### src/rtl/elevator_pkg.sv
// rtl/elevator_pkg.sv - shared floor sizing, debounce default and floor typedefs
package elevator_pkg;

  localparam int N_FLOORS         = 8;
  localparam int FLOOR_W          = 3;
  localparam int DEBOUNCE_DEFAULT = 50000;

  typedef logic [N_FLOORS-1:0] floor_vec_t;
  typedef logic [FLOOR_W-1:0]  floor_idx_t;

endpackage

### src/rtl/btn_debounce.sv
// rtl/btn_debounce.sv - two-flop synchroniser, stable-count debouncer and rise detector for one button
module btn_debounce
  import elevator_pkg::*;
#(
  parameter int DEBOUNCE_CYCLES = DEBOUNCE_DEFAULT,
  parameter int CNT_W           = 16
) (
  input  logic clk,
  input  logic reset,
  input  logic raw,
  output logic level,
  output logic rise
);

  localparam logic [CNT_W-1:0] CNT_LAST = CNT_W'(DEBOUNCE_CYCLES - 1);

  logic             sync1;
  logic             s;
  logic             db;
  logic             db_prev;
  logic [CNT_W-1:0] cnt;

  always_ff @(posedge clk) begin
    if (reset) begin
      sync1   <= 1'b0;
      s       <= 1'b0;
      db      <= 1'b0;
      db_prev <= 1'b0;
      cnt     <= '0;
    end else begin
      sync1   <= raw;
      s       <= sync1;
      db_prev <= db;
      // Any sample agreeing with the current level restarts qualification.
      if (s == db) begin
        cnt <= '0;
      end else if (cnt == CNT_LAST) begin
        db  <= s;
        cnt <= '0;
      end else begin
        cnt <= cnt + 1'b1;
      end
    end
  end

  assign level = db;
  assign rise  = db & ~db_prev;

endmodule

### src/rtl/elevator_req_latch.sv
// rtl/elevator_req_latch.sv - debounced hall/car/door button front end latching floor requests
// Optional car-call cancel on re-press of a pending floor: macro REQ_CANCEL_EN.
module elevator_req_latch #(
  parameter int N_FLOORS        = elevator_pkg::N_FLOORS,
  parameter int DEBOUNCE_CYCLES = elevator_pkg::DEBOUNCE_DEFAULT,
  parameter int CNT_W           = 16
) (
  input  logic                      clk,
  input  logic                      reset,
  input  logic [N_FLOORS-1:0]       out_req,
  input  logic [N_FLOORS-1:0]       in_req,
  input  logic                      open_door_bnt,
  input  logic                      close_door_bnt,
  input  logic                      serve_valid,
  input  elevator_pkg::floor_idx_t  serve_floor,
  output logic [N_FLOORS-1:0]       floor_req,
  output logic                      req_pending,
  output logic                      open_door_sig,
  output logic                      close_door_sig
);
  import elevator_pkg::*;

  localparam int N_BTN = 2 * N_FLOORS + 2;

  // Channel order: hall calls, car calls, open, close.
  logic [N_BTN-1:0]    btn_raw;
  logic [N_BTN-1:0]    btn_level;
  logic [N_BTN-1:0]    btn_rise;
  logic [N_FLOORS-1:0] out_rise;
  logic [N_FLOORS-1:0] in_rise;
  logic                open_rise;
  logic                close_rise;
  logic [N_FLOORS-1:0] serve_clr;
  logic [N_FLOORS-1:0] cancel;
  logic [N_FLOORS-1:0] floor_nxt;
  logic                unused_levels;

  assign btn_raw = {close_door_bnt, open_door_bnt, in_req, out_req};

  for (genvar g = 0; g < N_BTN; g++) begin : g_btn
    btn_debounce #(
      .DEBOUNCE_CYCLES (DEBOUNCE_CYCLES),
      .CNT_W           (CNT_W)
    ) u_btn (
      .clk   (clk),
      .reset (reset),
      .raw   (btn_raw[g]),
      .level (btn_level[g]),
      .rise  (btn_rise[g])
    );
  end

  assign out_rise      = btn_rise[N_FLOORS-1:0];
  assign in_rise       = btn_rise[2*N_FLOORS-1:N_FLOORS];
  assign open_rise     = btn_rise[2*N_FLOORS];
  assign close_rise    = btn_rise[2*N_FLOORS+1];
  assign unused_levels = ^btn_level;

  // Served floor decode; indices the floor bus cannot express never match.
  always_comb begin
    serve_clr = '0;
    if (serve_valid) begin
      for (int i = 0; i < N_FLOORS; i++) begin
        if (i < (1 << FLOOR_W) && serve_floor == floor_idx_t'(i)) begin
          serve_clr[i] = 1'b1;
        end
      end
    end
  end

`ifdef REQ_CANCEL_EN
  assign cancel = in_rise & floor_req & ~out_rise;
`else
  assign cancel = '0;
`endif

  // Serve clear beats everything, cancel beats a set, otherwise hold.
  assign floor_nxt = (floor_req | out_rise | in_rise) & ~cancel & ~serve_clr;

  always_ff @(posedge clk) begin
    if (reset) begin
      floor_req      <= '0;
      open_door_sig  <= 1'b0;
      close_door_sig <= 1'b0;
    end else begin
      floor_req      <= floor_nxt;
      open_door_sig  <= open_rise;
      close_door_sig <= close_rise & ~open_rise;
    end
  end

  assign req_pending = |floor_req;

endmodule
### config.mk
export PLATFORM = sky130hd
export DESIGN_NAME = elevator_req_latch
export DESIGN_NICKNAME = d
export VERILOG_FILES = /design/src/rtl/elevator_pkg.sv /design/src/rtl/btn_debounce.sv /design/src/rtl/elevator_req_latch.sv
export SDC_FILE = /design/constraint.sdc
export NUM_CORES = 1
export LEC_CHECK = 0
export CORE_MARGIN = 1
export CORE_UTILIZATION = 45
export CTS_CLUSTER_SIZE = 12
export DETAILED_ROUTE_END_ITERATION = 12
export GPL_TIMING_DRIVEN = 0
export HOLD_SLACK_MARGIN = 0.02
export PLACE_DENSITY = 0.69
export SLEW_MARGIN = 5
export SYNTH_ARGS = -nofsm -noshare
export SYNTH_HDL_FRONTEND = slang
export SYNTH_SLANG_ARGS = --single-unit
export TNS_END_PERCENT = 30
### constraint.sdc
create_clock -name clk -period 3.3 [get_ports clk]
set_input_delay 0.99 -clock clk [delete_from_list [all_inputs] [get_ports clk]]
set_output_delay 0.99 -clock clk [all_outputs]
set_load 0.05 [all_outputs]
==> results of run 1 <==
==> layout by cell type, fill, tap and decap left out, types with 43 or more instances in the layout <==
| cell | instances |
|---|---|
| clkbuf_16 | 43 |
| dfxtp_1 | 370 |
| inv_1 | 77 |
| nand2_1 | 72 |
| nand3_1 | 92 |
| nand4_1 | 78 |
| nor2_1 | 330 |
| nor2b_1 | 57 |
| nor3_1 | 66 |
| nor4_1 | 81 |
| xnor2_1 | 215 |
| xor2_1 | 44 |
==> logic make-up after synthesis <==
logic type      after synthesis  synth area share
flops                       370             0.483
mux                          12           0.00792
fa+ha+maj                    18            0.0147
buf+inv                     114            0.0294
simple gates                883             0.294
compound gates               52            0.0228
xor+xnor                    259             0.148
==> layer usage <==
metal	vias to the layer above	track usage	routed length, um	share of wire
li1	5997	-	-	-
met1	5465	0.224	14200	0.47
met2	177	0.305	14400	0.48
met3	45	0.0246	1020	0.034
met4	0	0.0583	561	0.019
met5	-	0	0	0
==> per-stage QoR <==
| step | utilization | instance area [um2] | setup slack [ns] |
|---|---|---|---|
| floorplan | - | 15300 | 1.07 |
| global placement | 0.484 | 16200 | -0.654 |
| detailed placement | 0.484 | 16200 | -0.682 |
| CTS | 0.523 | 17500 | 0.186 |
| global route | 0.523 | 17500 | 0.0642 |
| finish | 0.523 | 17500 | 0.216 |
==> layout make-up <==
| type | count | area, um2 | area share |
|---|---|---|---|
| multi-input cells | 1224 | 7470 | 0.426 |
| flip-flops and latches | 370 | 7410 | 0.422 |
| well taps | 448 | 561 | 0.0320 |
| clock inverters | 8 | 72.6 | 0.00414 |
| plain buffers | 37 | 163 | 0.00927 |
| clock buffers | 61 | 1230 | 0.0703 |
| repair buffers | 34 | 340 | 0.0194 |
| inverters | 77 | 289 | 0.0165 |
| diodes | 3 | 7.51 | 0.000428 |
==> worst reg2reg max path, stage by stage (launching register included) <==
cell,delay [ns]
dfxtp_1,0.37
ha_1,0.19
nand3_1,0.27
nor4_1,0.53
or3_1,0.18
clkbuf_1,0.26
buf_2,0.27
nor2_1,0.07
==> final timing paths <==
| path | end | slack (ns) | cells after the start |
|---|---|---|---|
| max | req_pending | 0.22 | 3 |
| max reg2reg | g_btn[6].u_btn.cnt[12]$_SDFF_PP0_ | 1.05 | 7 |
| min | close_door_sig$_SDFF_PP0_ | 0.41 | 1 |
| min reg2reg | close_door_sig$_SDFF_PP0_ | 0.41 | 1 |
==> registers in the layout (all words and copies together) (netlist names) <==
register,cells
close_door_sig,1
floor_req,8
g_btn.u_btn.cnt,288
g_btn.u_btn.db_prev,18
g_btn.u_btn.level,18
g_btn.u_btn.s,18
g_btn.u_btn.sync1,18
open_door_sig,1
==> power by group <==
part | internal, W | switching [W] | leakage [nW]
registers | 0.00450 | 0.0000155 | 2.99
clock network | 0.00265 | 0.00174 | 0.648
logic | 0.0000559 | 0.0000836 | 1.61
==> timing repair <==
| item | 4_1_cts | 5_1_grt |
|---|---|---|
| endpoints found under the setup margin | 45 | 0 |
| setup buffers | 0 | 0 |
| gates resized for setup | 1 | 0 |
| hold buffers | 0 | 0 |
==> flow_metrics.py, run 1 <==
metrics = {
    "die": {
        "boundaryPins": 35,
        "die-area_mm2": 0.0348,
        "core_area_mm2": 0.0335,
        "fp.dieW_um": 187,
        "start_util": 0.457,
        "die_h_um": 187,
        "num_rows": 67,
    },
    "routing": {
        "drc": 0,
        "routed_wl_um": 30200,
        "firstDrtPassIters": 5,
        "vias": 11700,
        "wl_per_cell_um": 13.4,
        "initialDrtViolationCount": 612,
        "routed_via_density": 5.17,
        "postRouteAntennaNets": 0,
    },
    "timing": {
        "slew_viol_final": 0,
        "setup_violations": 0,
        "slew_headroom": 0.446,
        "fin_crit_sh": 0.934,
        "hold_viol": 0,
        "whs_ns": 0.406,
        "fin_crit_ns": 3.08,
        "tns_ns": 0,
        "fmax_mhz": 324,
        "rsz0062_at_grt": "no",
        "skew_ns": 0.0107,
        "tightest_slew_ns": 0.831,
    },
    "critical_path": {
        "arrival_ns": 2.09,
        "cp_slowest_cell": "clkdlybuf4s50_1",
        "worst_r2r_startpoint": "g_btn[6].u_btn.cnt[0]$_SDFF_PP0_",
        "crit_family": "buffers and inverters",
        "crit_path_start_kind": "flip-flop",
        "cpPeakStageDelay_ns": 0.73,
        "worstPathCellList": "nor4_1, nand2_1, clkdlybuf4s50_1",
        "cp_num_buf_inv": 1,
        "worst-path-max-fanout": 3,
        "crit_start": "floor_req[2]$_SDFF_PP0_",
        "worstPathRequired_ns": 2.31,
        "worstSetupPathType": "reg2out",
        "crit_path_end_kind": "output pin",
    },
    "cells_and_area": {
        "post_route_cells_drive_above_1_share": 0.0530,
        "syn_to_final_growth_pct": 14.5,
        "final_nets": 1827,
        "fill_cells": 3130,
        "fin_cells": 2262,
    },
    "grt": {
        "overflow": 0,
        "grt_max_degree": 13,
        "gr-usage-all-layers": 0.176,
        "grt_pass1_wl_um": 52000,
        "antenna_found_initial": 2,
        "grt_pass1_vias": 11300,
    },
    "synthesis": {
        "postSynthAreaPerCell_um2": 8.97,
        "synth_commonest_cells": "dfxtp_1 (370), nor2_1 (330), xnor2_1 (215)",
        "ys.flop_type": "dfxtp_1",
        "ys_ff_latch": 370,
        "async_flop_share": 0,
        "seq_area_frac_synth": 0.483,
        "yosysTopAreaCell": "dfxtp_1",
        "synth_cell_types": 47,
        "postSynthNetCount": 1750,
        "yosysWarnings": 0,
        "synth_edf_count": 0,
        "synth_cells": 1708,
        "synth_top_cell_area_share": 0.483,
        "yosysMostFrequentCell": "dfxtp_1",
        "synth_area_leaders": "dfxtp_1 (48%), xnor2_1 (12%), nor2_1 (8.1%)",
        "synth_area_mm2": 0.0153,
    },
    "hold_path": {
        "hp-start": "g_btn[17].u_btn.db_prev$_SDFF_PP0_",
        "hold_path.class": "reg2reg",
    },
    "place": {
        "dp_hpwl_um": 20700,
        "gp_congestion": 0.860,
        "dp.cells": 2190,
        "io_buffers": 34,
    },
    "power": {
        "leakagePower_nw": 5.25,
        "ir_worst_vdd_mv": 0.440,
        "finalPower_w": 0.00904,
        "power.density_mw_per_mm2": 516,
    },
    "cts": {
        "tritoncts": "done",
        "clk_pin_slew_ns": 0.05,
        "cts_buffers": 41,
        "htreeDepth": 2,
        "max-clock-path-buffers": 3,
        "clock-root-buffer": "clkbuf_16",
        "cts_sinks": 370,
        "clock_latency_ns": 0.52,
    },
    "flow_run": {
        "drv_cap": 0,
    },
    "outcome": {
        "status": "finished clean",
    },
}
Power figures use the tool's default switching activity.
==> inputs of run 2 (changes only) <==
--- a/config.mk
+++ b/config.mk
@@ -5,11 +5,11 @@
 export SDC_FILE = /design/constraint.sdc
 export NUM_CORES = 1
 export LEC_CHECK = 0
+export CORE_ASPECT_RATIO = 1.1
 export CORE_MARGIN = 1
 export CORE_UTILIZATION = 45
 export CTS_CLUSTER_SIZE = 12
 export DETAILED_ROUTE_END_ITERATION = 12
-export GPL_TIMING_DRIVEN = 0
 export HOLD_SLACK_MARGIN = 0.02
 export PLACE_DENSITY = 0.69
 export SLEW_MARGIN = 5
==> run 2 against run 1 <==
First-iteration DRC count decreased by 23%. Critical endpoint unchanged. Clock skew is 0.0014 ns lower. Sequential cell count stayed put. Global-route usage decreased by 1.2 points. Sequential power is essentially flat. Largest power group unchanged. Fmax decreased by 1.2%. Critical path type unchanged.
==> flow_metrics.py, run 2 (synthesized netlist as in run 1, its figures left out) <==
metrics = {
    "outcome": {
        "status": "finished clean",
    },
    "routing": {
        "firstDrtPassIters": 6,
        "routed_via_density": 5.16,
        "postRouteAntennaNets": 0,
        "vias": 11400,
        "drc": 0,
        "wl_per_cell_um": 12.6,
        "initialDrtViolationCount": 469,
        "routed_wl_um": 27800,
    },
    "die": {
        "die-area_mm2": 0.0348,
        "die_h_um": 196,
        "fp.dieW_um": 178,
        "core_area_mm2": 0.0334,
        "num_rows": 70,
        "start_util": 0.459,
        "boundaryPins": 35,
    },
    "timing": {
        "fin_crit_ns": 3.12,
        "fmax_mhz": 321,
        "tightest_slew_ns": 1.04,
        "fin_crit_sh": 0.945,
        "slew_headroom": 0.305,
        "skew_ns": 0.00930,
        "setup_violations": 0,
        "rsz0062_at_grt": "no",
        "slew_viol_final": 0,
        "hold_viol": 0,
        "finalWorstSetupSlack_ns": 0.180,
        "tns_ns": 0,
    },
    "cts": {
        "cts_hold_buf": 0,
        "cts_sinks": 370,
        "max-clock-path-buffers": 3,
        "post_cts.repair.setup_buffers": 0,
        "clk_pin_slew_ns": 0.06,
        "clock_latency_ns": 0.52,
        "htreeDepth": 2,
        "tritoncts": "done",
        "cts_buffers": 40,
        "clock-root-buffer": "clkbuf_16",
        "post_cts_resize_count": 0,
    },
    "flow_run": {
        "drv_cap": 0,
    },
    "place": {
        "dp_hpwl_um": 19100,
        "detailedPlace.worstSlack_ns": 0.751,
        "io_buffers": 34,
        "gp_congestion": 0.839,
    },
    "critical_path": {
        "crit_start": "floor_req[2]$_SDFF_PP0_",
        "worst-path-max-fanout": 3,
        "arrival_ns": 2.13,
        "worstPathRequired_ns": 2.31,
        "crit_path_start_kind": "flip-flop",
        "crit_path_end_kind": "output pin",
        "worstSetupPathType": "reg2out",
        "worst_r2r_startpoint": "g_btn[12].u_btn.cnt[0]$_SDFF_PP0_",
    },
    "cells_and_area": {
        "syn_to_final_growth_pct": 13.3,
        "regMostFlops": "g_btn.u_btn.cnt",
        "post_route_cells_drive_above_1_share": 0.0479,
        "final_nets": 1793,
        "diodes": 0,
        "fill_cells": 3003,
        "largest_register_ffs": 288,
        "final_common_cell": "dfxtp_1",
        "layout_common_cells": "dfxtp_1 (370), nor2_1 (330), xnor2_1 (215)",
    },
    "power": {
        "power.density_mw_per_mm2": 517,
        "ir_worst_vdd_mv": 0.327,
        "leakagePower_nw": 5.19,
    },
    "grt": {
        "grt_pass1_vias": 10900,
        "grt_pass1_wl_um": 48700,
        "overflow": 0,
        "antenna_found_initial": 0,
        "gr-usage-all-layers": 0.163,
        "grt_max_degree": 47,
    },
    "hold_path": {
        "hp-start": "g_btn[17].u_btn.db_prev$_SDFF_PP0_",
        "hold_path.class": "reg2reg",
    },
}
-- run 2: cell count changes in the layout (fill, tap and decap cells not counted), moves of 2 or more --
cell	delta
bufinv_16	+2
diode_2	-3
clkbuf_2	-2
buf_2	-5
clkbuf_8	-5
clkbuf_1	-22
-- run 2: worst paths after layout --
kind	to	slack [ns]	cells past startpoint
min reg2reg	close_door_sig$_SDFF_PP0_	0.42	1
max reg2reg	g_btn[12].u_btn.cnt[8]$_SDFF_PP0_	0.99	5
max	req_pending	0.18	3
min	close_door_sig$_SDFF_PP0_	0.42	1
-- run 2: report_power, final --
part           internal (W)  switching (W)  leakage, nW
sequential          0.00449      0.0000159         2.99
combinational     0.0000532      0.0000694         1.57
clock               0.00265        0.00170        0.630
-- run 2: stage by stage --
step                      cells  hold WS [ns]  instance area (um2)   util  total power (W)
final                      2208         0.420                17400  0.521          0.00898
after CTS                  2208         0.417                17400  0.521          0.00911
after global routing       2208         0.419                17400  0.521          0.00929
after floorplan            1708         0.368                15300      -          0.00468
after global placement     2141         0.403                16100  0.482          0.00473
after detailed placement   2141         0.391                16100  0.482          0.00473
-- run 2: area by class of cell --
type / count / area (um2) / share of cell area
multi-input combinational: 1224 / 7470 / 0.430
timing repair buffer: 38 / 380 / 0.0219
inverter: 77 / 289 / 0.0166
clock inverter: 9 / 135 / 0.00778
clock buffer: 58 / 1150 / 0.0663
tap: 432 / 541 / 0.0311
sequential: 370 / 7410 / 0.426
-- run 2: routing by layer --
| metal | vias up | track usage | share of wire |
|---|---|---|---|
| met4 | 0 | 0.0503 | 0.021 |
| met2 | 133 | 0.275 | 0.46 |
| met3 | 48 | 0.0313 | 0.041 |
| li1 | 5931 | - | - |
| met1 | 5287 | 0.209 | 0.48 |
| met5 | - | 0 | 0 |
-- run 2: worst max-delay path, cell delays in order, from the launching register on --
cell,delay (ns)
dfxtp_1,0.32
nor4_1,0.41
nand2_1,0.13
clkdlybuf4s50_1,0.75
==> inputs of run 3 (changes only) <==
--- a/config.mk
+++ b/config.mk
@@ -7,11 +7,11 @@
 export LEC_CHECK = 0
 export CORE_ASPECT_RATIO = 1.1
 export CORE_MARGIN = 1
-export CORE_UTILIZATION = 45
+export CORE_UTILIZATION = 32
 export CTS_CLUSTER_SIZE = 12
 export DETAILED_ROUTE_END_ITERATION = 12
 export HOLD_SLACK_MARGIN = 0.02
-export PLACE_DENSITY = 0.69
+export PLACE_DENSITY = 0.55
 export SLEW_MARGIN = 5
 export SYNTH_ARGS = -nofsm -noshare
 export SYNTH_HDL_FRONTEND = slang
==> run 3 against run 2 <==
First-iteration DRC count rose by 25%. Routed wire length rose by 3.4%. Final area up 1.4%. Core utilization is 15 points lower. Critical path depth is the same. Largest power group unchanged. Highest routed layer is now met5.
==> flow_metrics.py, run 3 (synthesized netlist as in run 1, its figures left out) <==
metrics = {
    "outcome": {
        "status": "finished clean",
    },
    "power": {
        "power.density_mw_per_mm2": 510,
        "leakagePower_nw": 5.18,
        "ir_worst_vdd_mv": 0.395,
    },
    "routing": {
        "initialDrtViolationCount": 584,
        "drc": 0,
        "wl_per_cell_um": 11.9,
        "routed_via_density": 4.68,
        "vias": 11300,
        "wl_met2_um": 13300,
        "highest_layer": "met5",
        "firstDrtPassIters": 5,
        "met1Wirelength_um": 13700,
        "postRouteAntennaNets": 0,
        "routed_wl_um": 28800,
        "routed-wl-met3_um": 1190,
    },
    "critical_path": {
        "worstPathRequired_ns": 2.31,
        "crit_path_start_kind": "flip-flop",
        "cp_num_buf_inv": 1,
        "worstPathCellList": "nor4_1, nand2_1, clkdlybuf4s50_1",
        "crit_family": "buffers and inverters",
        "worstSetupPathType": "reg2out",
        "crit_path_end_kind": "output pin",
        "worst-path-max-fanout": 3,
        "crit_start": "floor_req[5]$_SDFF_PP0_",
        "cpPeakStageDelay_ns": 0.74,
        "worst_r2r_startpoint": "g_btn[12].u_btn.cnt[0]$_SDFF_PP0_",
        "cp_slowest_cell": "clkdlybuf4s50_1",
        "arrival_ns": 2.19,
    },
    "timing": {
        "fin_crit_ns": 3.18,
        "hold_viol": 0,
        "slew_viol_final": 0,
        "tightest_slew_ns": 1.04,
        "fmax_mhz": 314,
        "finalWorstSetupSlack_ns": 0.120,
        "setup_violations": 0,
        "slew_headroom": 0.304,
        "fin_crit_sh": 0.964,
        "rsz0062_at_grt": "no",
        "tns_ns": 0,
        "skew_ns": 0.0234,
    },
    "cells_and_area": {
        "layout_common_cells": "dfxtp_1 (370), nor2_1 (330), xnor2_1 (215)",
        "post_route_cells_drive_above_1_share": 0.0478,
        "fin_cells": 2415,
        "largest_register_ffs": 288,
        "final_common_cell": "dfxtp_1",
        "fin_area_mm2": 0.0176,
        "syn_to_final_growth_pct": 15.0,
        "regMostFlops": "g_btn.u_btn.cnt",
        "fill_cells": 4788,
        "final_nets": 1792,
    },
    "grt": {
        "grt_pass1_wl_um": 50100,
        "overflow": 0,
        "grt_max_degree": 41,
        "gr-usage-all-layers": 0.121,
        "grt_pass1_vias": 10700,
        "antenna_found_initial": 1,
    },
    "die": {
        "die_h_um": 232,
        "core_area_mm2": 0.0469,
        "boundaryPins": 35,
        "die-area_mm2": 0.0488,
        "fp.dieW_um": 211,
        "start_util": 0.327,
        "num_rows": 83,
    },
    "cts": {
        "clk_pin_slew_ns": 0.06,
        "clock-root-buffer": "clkbuf_16",
        "post_cts.repair.setup_buffers": 0,
        "cts_hold_buf": 0,
        "htreeDepth": 2,
        "max-clock-path-buffers": 3,
        "tritoncts": "done",
        "post_cts_resize_count": 0,
        "clock_latency_ns": 0.54,
        "cts_buffers": 40,
        "cts_sinks": 370,
    },
    "place": {
        "gp_congestion": 0.798,
        "io_buffers": 34,
        "dp.cells": 2345,
        "dp_hpwl_um": 19800,
        "dpl_cell_area_mm2": 0.0163,
        "detailedPlace.worstSlack_ns": 0.734,
    },
    "flow_run": {
        "drv_cap": 0,
    },
    "hold_path": {
        "hp-start": "g_btn[2].u_btn.sync1$_SDFF_PP0_",
        "hold_path.class": "reg2reg",
    },
}
run 3: cell types whose count changed in the layout (fill, tap and decap cells not counted), sizes merged:
cell      before  now
clkinv         6    5
clkbuf        58   61
diode          0    1
clkinvlp       0    1
buf            5    4
bufinv         3    2
run 3: report_power, final:
part | switching, W | internal (W)
registers | 0.0000168 | 0.00449
logic | 0.0000696 | 0.0000524
clock network | 0.00174 | 0.00262
total | 0.00182 | 0.00717
run 3: final timing paths:
check | endpoint | slack, ns | cells after the start
setup / recovery | req_pending | 0.12 | 3
hold / removal | g_btn[2].u_btn.s$_SDFF_PP0_ | 0.43 | 1
setup reg to reg | g_btn[12].u_btn.cnt[7]$_SDFF_PP0_ | 1.00 | 5
hold reg to reg | g_btn[2].u_btn.s$_SDFF_PP0_ | 0.43 | 1
run 3: layer usage:
layer	global-route usage	vias up
li1	-	5929
met1	0.153	5214
met2	0.200	104
met3	0.0285	45
met4	0.0396	2
met5	0	-
run 3: stage by stage:
step / hold WS (ns) / power [W] / utilization
final: 0.431 / 0.00899 / 0.375
after detailed placement: 0.427 / 0.00474 / 0.348
after global placement: 0.416 / 0.00473 / 0.348
after floorplan: 0.368 / 0.00468 / -
after global routing: 0.459 / 0.00936 / 0.375
after CTS: 0.433 / 0.00916 / 0.375
run 3: cell type report:
| type | instances | area [um2] | area share |
|---|---|---|---|
| antenna | 1 | 2.50 | 0.000142 |
| sequential | 370 | 7410 | 0.420 |
| multi-input combinational | 1224 | 7470 | 0.424 |
| tap | 637 | 797 | 0.0452 |
| clock buffer | 61 | 1180 | 0.0671 |
| clock inverter | 8 | 104 | 0.00589 |
| inverter | 77 | 289 | 0.0164 |
| timing repair buffer | 37 | 373 | 0.0212 |
